### src/rtl/fifo_drain_serializer_pkg.sv
// Shared types and constants for fifo_drain_serializer.
//   state_e    : serializer FSM states
//   DefDataW   : default FIFO word width
//   DefOutW    : default output beat width
//   cnt_width(): width of the beat counter for a given beats-per-word
package fifo_drain_serializer_pkg;

  typedef enum logic [1:0] {
    StIdle,
    StRdWait,
    StSend
  } state_e;

  localparam int unsigned DefDataW = 32;
  localparam int unsigned DefOutW  = 8;

  // A counter always needs at least one bit, even when a word is a single beat.
  function automatic int unsigned cnt_width(input int unsigned nbeats);
    return (nbeats > 1) ? $clog2(nbeats) : 1;
  endfunction

endpackage

### src/rtl/fifo_drain_serializer_if.sv
// Bundle of the FIFO read-side and narrow output stream signals.
//   fifo_empty / fifo_re / fifo_rdata : FIFO read port (1-cycle read latency)
//   out_valid / out_ready / out_data / out_last : beat stream, valid/ready
//   busy : serializer not idle
// master: the serializer side; slave: FIFO plus downstream consumer side.
interface fifo_drain_serializer_if
  import fifo_drain_serializer_pkg::*;
#(
  parameter int unsigned DATA_W = DefDataW,
  parameter int unsigned OUT_W  = DefOutW
) ();

  logic              fifo_empty;
  logic              fifo_re;
  logic [DATA_W-1:0] fifo_rdata;
  logic              out_valid;
  logic              out_ready;
  logic [OUT_W-1:0]  out_data;
  logic              out_last;
  logic              busy;

  modport master (
    input  fifo_empty,
    output fifo_re,
    input  fifo_rdata,
    output out_valid,
    input  out_ready,
    output out_data,
    output out_last,
    output busy
  );

  modport slave (
    output fifo_empty,
    input  fifo_re,
    output fifo_rdata,
    input  out_valid,
    output out_ready,
    input  out_data,
    input  out_last,
    input  busy
  );

endinterface

### src/rtl/fifo_drain_serializer.sv
// Drains DATA_W-bit words from a synchronous FIFO and emits each one as
// DATA_W/OUT_W beats, least-significant slice first, on a valid/ready stream.
//   clk : clock, rising edge
//   rst : synchronous reset, active-high
//   bus : fifo_drain_serializer_if.master (FIFO read port, beat stream, busy)
// One bubble per word is spent waiting for the FIFO's registered read data.
module fifo_drain_serializer
  import fifo_drain_serializer_pkg::*;
#(
  parameter int unsigned DATA_W = DefDataW,
  parameter int unsigned OUT_W  = DefOutW
) (
  input logic                     clk,
  input logic                     rst,
  fifo_drain_serializer_if.master bus
);

  localparam int unsigned NBEATS = DATA_W / OUT_W;
  localparam int unsigned CNT_W  = cnt_width(NBEATS);
  localparam logic [CNT_W-1:0] LastCnt = CNT_W'(NBEATS - 1);

  if ((OUT_W == 0) || (DATA_W % OUT_W != 0) || (NBEATS < 1)) begin : g_width_check
    $error("fifo_drain_serializer: DATA_W must be a non-zero multiple of OUT_W");
  end

  state_e            r_state;
  state_e            w_state_nxt;
  logic [CNT_W-1:0]  r_cnt;
  logic [CNT_W-1:0]  w_cnt_nxt;
  logic [DATA_W-1:0] r_shreg;
  logic [DATA_W-1:0] w_shreg_nxt;
  logic              w_re;
  logic              w_valid;
  logic              w_last;

  always_ff @(posedge clk) begin
    if (rst) begin
      r_state <= StIdle;
      r_cnt   <= '0;
      r_shreg <= '0;
    end else begin
      r_state <= w_state_nxt;
      r_cnt   <= w_cnt_nxt;
      r_shreg <= w_shreg_nxt;
    end
  end

  always_comb begin
    w_state_nxt = r_state;
    w_cnt_nxt   = r_cnt;
    w_shreg_nxt = r_shreg;
    w_re        = 1'b0;
    w_valid     = 1'b0;
    w_last      = 1'b0;
    unique case (r_state)
      StIdle: begin
        if (!bus.fifo_empty) begin
          w_re        = 1'b1;
          w_state_nxt = StRdWait;
        end
      end
      StRdWait: begin
        // Read data is registered in the FIFO; it is valid in this cycle.
        w_shreg_nxt = bus.fifo_rdata;
        w_cnt_nxt   = '0;
        w_state_nxt = StSend;
      end
      StSend: begin
        w_valid = 1'b1;
        w_last  = (r_cnt == LastCnt);
        if (bus.out_ready) begin
          if (!w_last) begin
            w_shreg_nxt = r_shreg >> OUT_W;
            w_cnt_nxt   = r_cnt + 1'b1;
          end else if (!bus.fifo_empty) begin
            // Overlap the next read with the final beat to keep one bubble per word.
            w_re        = 1'b1;
            w_state_nxt = StRdWait;
          end else begin
            w_state_nxt = StIdle;
          end
        end
      end
      default: w_state_nxt = StIdle;
    endcase
  end

  // Gate with rst so a pending read never pops a word that reset would discard.
  assign bus.fifo_re   = w_re & ~rst;
  assign bus.out_valid = w_valid;
  assign bus.out_data  = w_valid ? r_shreg[OUT_W-1:0] : '0;
  assign bus.out_last  = w_last;
  assign bus.busy      = (r_state != StIdle);

endmodule

### src/flat_wrapper.sv
// flat-port wrapper written by rule: the top's interface ports become plain ports
module fifo_drain_serializer_flat import fifo_drain_serializer_pkg::*;
#(
  parameter int unsigned DATA_W = DefDataW,
  parameter int unsigned OUT_W  = DefOutW
)
  (clk, rst, bus_fifo_empty, bus_fifo_re, bus_fifo_rdata, bus_out_valid, bus_out_ready, bus_out_data, bus_out_last, bus_busy);
  fifo_drain_serializer_if #(.DATA_W(DATA_W), .OUT_W(OUT_W)) bus_i ();
  input logic clk;
  input logic rst;
  input wire logic [$bits(bus_i.fifo_empty)-1:0] bus_fifo_empty;
  output wire logic [$bits(bus_i.fifo_re)-1:0] bus_fifo_re;
  input wire logic [$bits(bus_i.fifo_rdata)-1:0] bus_fifo_rdata;
  output wire logic [$bits(bus_i.out_valid)-1:0] bus_out_valid;
  input wire logic [$bits(bus_i.out_ready)-1:0] bus_out_ready;
  output wire logic [$bits(bus_i.out_data)-1:0] bus_out_data;
  output wire logic [$bits(bus_i.out_last)-1:0] bus_out_last;
  output wire logic [$bits(bus_i.busy)-1:0] bus_busy;
  assign bus_i.fifo_empty = bus_fifo_empty;
  assign bus_fifo_re = bus_i.fifo_re;
  assign bus_i.fifo_rdata = bus_fifo_rdata;
  assign bus_out_valid = bus_i.out_valid;
  assign bus_i.out_ready = bus_out_ready;
  assign bus_out_data = bus_i.out_data;
  assign bus_out_last = bus_i.out_last;
  assign bus_busy = bus_i.busy;
  fifo_drain_serializer #(.DATA_W(DATA_W), .OUT_W(OUT_W)) u_core (.clk(clk), .rst(rst), .bus(bus_i));
endmodule
### config.mk
export PLATFORM = sky130hd
export DESIGN_NAME = fifo_drain_serializer_flat
export DESIGN_NICKNAME = d
export VERILOG_FILES = /design/src/rtl/fifo_drain_serializer_pkg.sv /design/src/rtl/fifo_drain_serializer_if.sv /design/src/rtl/fifo_drain_serializer.sv /design/src/flat_wrapper.sv
export SDC_FILE = /design/constraint.sdc
export NUM_CORES = 1
export LEC_CHECK = 0
export ABC_AREA = 1
export BUFFER_PORTS_ARGS = -buffer_cell sky130_fd_sc_hd__buf_2
export CAP_MARGIN = 20
export CORE_MARGIN = 3
export CORE_UTILIZATION = 48
export CTS_CLUSTER_DIAMETER = 200
export DETAILED_ROUTE_END_ITERATION = 6
export PLACE_DENSITY = 0.77
export SETUP_SLACK_MARGIN = 0.1
export SYNTH_ARGS = -nofsm -noshare
export SYNTH_HDL_FRONTEND = slang
export SYNTH_SLANG_ARGS = --single-unit
### constraint.sdc
create_clock -name clk -period 1.2 [get_ports clk]
set_input_delay 0.3 -clock clk [delete_from_list [all_inputs] [get_ports clk]]
set_output_delay 0.3 -clock clk [all_outputs]
set_load 0.05 [all_outputs]
==> summary.md <==
| Metric | Value |
|---|---|
| Crit path launch type | `flop` |
| Fillers | `276` |
| Flop pwr share | `about two fifths` |
| Post-synthesis xor/xnor area fraction | `0%` |
| Capturing element type of the critical path | `primary output` |
| Max Buffers Root-to-Sink | `2` |
| Int Power | `~0.0022 W` |
| Synthesized flop and latch total | `36` |
| Initial antenna violation count | `0` |
| Commonest non-fill, non-tap cell in the layout | `nand2_1` |
| Max cap viols | `0` |
| DIE AREA | `approximately 0.005 mm²` |
| Pwr Total | `0.00330 W` |
| Detailed Place HPWL | `3130 µm` |
| Gr usage total | `between 20% and 30%` |
| Proportion of synthesized chip area in sequential cells | `a little over a third` |
| Vias in the first global route | `roughly 2200` |
| Final min period | `1580 ps` |
| Initial Utilization | `between 50% and 60%` |
| Detail Route Antenna Nets | `0` |
| Complex-gate fraction of the synthesized area | `less than 1%` |
| Yosys warnings | `0` |
| Layout cells sized above 1 | `30.4%` |
| Most frequent cells in the layout | `nand2_1, nor2_1, inv_1` |
| Kind of critical path | `reg2out` |
| Yosys top cell area share | `36.0%` |
| Synth Area in Simple Gates | `approximately half` |
| Pre-Repair DR Iteration Count | `4` |
| CTS Sinks | `36` |
| Avg Cell Area, Syn | `a little under 6 µm²` |
| Failing checks | `setup timing` |
| Pwr per Cell Area | `1100 mW/mm²` |
| Cells after Synth | `between 300 and 400` |
| Routed WL per cell | `13.4 µm` |
| Nets | `444` |
| Status | `finished, violations left` |
| Crit path largest cell delay | `360 ps` |
| Clk pwr share | `between 20 and 30%` |
| Worst Slack Setup Final | `-385 ps` |
| Worst EP required | `~900 ps` |
| Num ports | `48` |
| Mux cell area share after synthesis | `0%` |
| Die width | `70.6 µm` |
| Overflow after GRT | `0` |
| Worst-Margin Slew | `between 300 and 400 ps` |
| Max stage delay cell, worst path | `dfxtp_2` |
| Num CTS Buffers | `5` |
| Combinational share of power | `30.7%` |
| Critical Path Fanout Max | `3` |
| Relative slew slack | `roughly three quarters` |
| Vias/cell | `about 5.0` |
| Critical Path AT | `1280 ps` |
| Post-Route Utilization | `~78%` |
| First DRT Iteration DRCs | `~160` |
| Core area | `0.00385 mm²` |
| Crit path cell chain | `ha_4 > a21oi_4 > nor4_4 > buf_6` |
| Max Clock Skew | `just under 8 ps` |
| Tcrit/Tclk final | `132%` |
| Peak supply drop | `between 0.0008 and 0.0009 V` |
| Hold Fails Final Rpt | `0` |
| CTS tree | `built` |
| Gpl congestion | `0.775` |
| Count of input and output buffers | `47` |
| Post-Synth Adder-Cell Area | `less than 1%` |
| DP Worst Slack | `-347 ps` |
| H-tree depth | `2` |
| Worst-path clk slew | `roughly 70 ps` |
| Synth cell types | `17` |
| FMAX | `631 MHz` |
| # setup viols final | `47` |
| Cts hold-fix bufs | `0` |
| Net count after synthesis | `~380` |
| Sw Ratio | `roughly a third` |
| Lkg Pwr | `1.57 nW` |
| Hold Crit Class | `in2reg` |
| Clk_lat worst skew | `about 300 ps` |
| Num rows | `22` |
| CTS Root Cell | `clkbuf_8` |
| First-pass GRT wire length | `10100 µm` |
| Netlist Area Pre-Place | `about 0.0020 mm²` |
| Ranking of synthesized cells by area | `dfxtp_1, nand2_1, nor2_1` |
| Die H | `just over 70 µm` |
| Layout area overhead | `49.3%` |
| DRT Wirelength | `6100 µm` |
| RSZ-0062 raised after global routing | `yes` |
| Max Transition Viols Final | `0` |
| Net Sw Power | `about 0.0011 W` |
| Largest family of logic cells by synthesized area | `simple AND/OR/NAND/NOR gates` |
| DRC violations left | `0` |
| Largest net degree at the start of global routing | `34` |
| Synth area leader | `dfxtp_1` |
| # diodes | `0` |
| Vias post-DR | `around 2300` |
## sequential cells by signal, indices dropped and copies added, names as in the netlist
| register | cells |
|---|---|
| u_core.r_cnt | 2 |
| u_core.r_state | 2 |
| u_core.r_shreg | 32 |
## area by class of cell
class / instances / area, µm² / share of cell area, %
tap: 48 / 60.1 / 2.01
clock inverter: 2 / 10.0 / 0.335
timing repair buffer: 76 / 711 / 23.8
inverter: 46 / 188 / 6.27
timing repair inverter: 2 / 31.3 / 1.05
clock buffer: 6 / 82.6 / 2.76
sequential: 36 / 731 / 24.4
multi-input combinational: 240 / 1180 / 39.4
## synthesized netlist by cell type (all sizes together)
library cell	number
nand3	33
clkbuf	4
nor2	89
inv	46
a21oi	3
dfxtp	36
ha	1
nor4	2
nand2	110
o21ai	1
buf	14
## layer usage
layer  vias up  track usage (%)  wire length, µm
met4         0             7.31              142
met3        14             5.97              415
li1       1138                -                -
met5         -                0                0
met2        83             43.7             3150
met1      1058             29.7             2380
## critical path: cells and delay by family (launching register included)
family                   cells  cell delay [ps]
buffers and inverters        1              190
AND/OR/NAND/NOR              1              220
adder cells (fa/ha/maj)      1              160
flip-flops                   1              360
AO/OA/AOI/OAI                1               70
## cell families (layout without fill, tap and decap cells)
kind of cell               count (synthesis)  after routing
AOI/OAI and AO/OA                          4              4
adders and majority gates                  1              1
buffers and inverters                     64            132
DFF                                       36             36
and+or+nand+nor                          234            235
## power by group through the flow
stage / Combinational, W / Clock, W / Sequential, W
floorplan: 0.000576 / 0 / 0.00138
global placement: 0.000735 / 0 / 0.00139
detailed placement: 0.000746 / 0 / 0.00140
CTS: 0.000945 / 0.000924 / 0.00137
global route: 0.00110 / 0.000977 / 0.00138
finish: 0.00101 / 0.000911 / 0.00137
## worst paths after layout
| check | end | start | slack (ps) | cells past startpoint |
|---|---|---|---|---|
| hold / removal | u_core.r_state[0]$_SDFFE_PP0P_ | bus_fifo_empty | 210 | 2 |
| hold reg to reg | u_core.r_cnt[1]$_SDFFE_PP0P_ | u_core.r_cnt[1]$_SDFFE_PP0P_ | 500 | 2 |
| setup / recovery | bus_fifo_re | u_core.r_cnt[0]$_SDFFE_PP0P_ | -380 | 4 |
| setup reg to reg | u_core.r_shreg[2]$_SDFFE_PP0P_ | u_core.r_cnt[0]$_SDFFE_PP0P_ | -250 | 8 |
## repair_timing
| item | 4_1_cts | 5_1_grt |
|---|---|---|
| setup buffers | 10 | 3 |
| gates resized for setup | 55 | 10 |
| gates cloned | 5 | 0 |
| pin swaps | 6 | 4 |
| endpoints found under the setup margin | 47 | 47 |
## through the flow
stage,hold WS [ps],instances,TNS (ps),cell area [µm²]
2_1_floorplan,359,339,-2300,2160
3_3_place_gp,489,430,-10490,2450
3_5_place_dp,492,430,-11200,2450
4_1_cts,199,453,-7610,2920
5_1_grt,211,456,-11630,2990
6_report,206,456,-8690,2990
(Power assumes the default switching activity.)
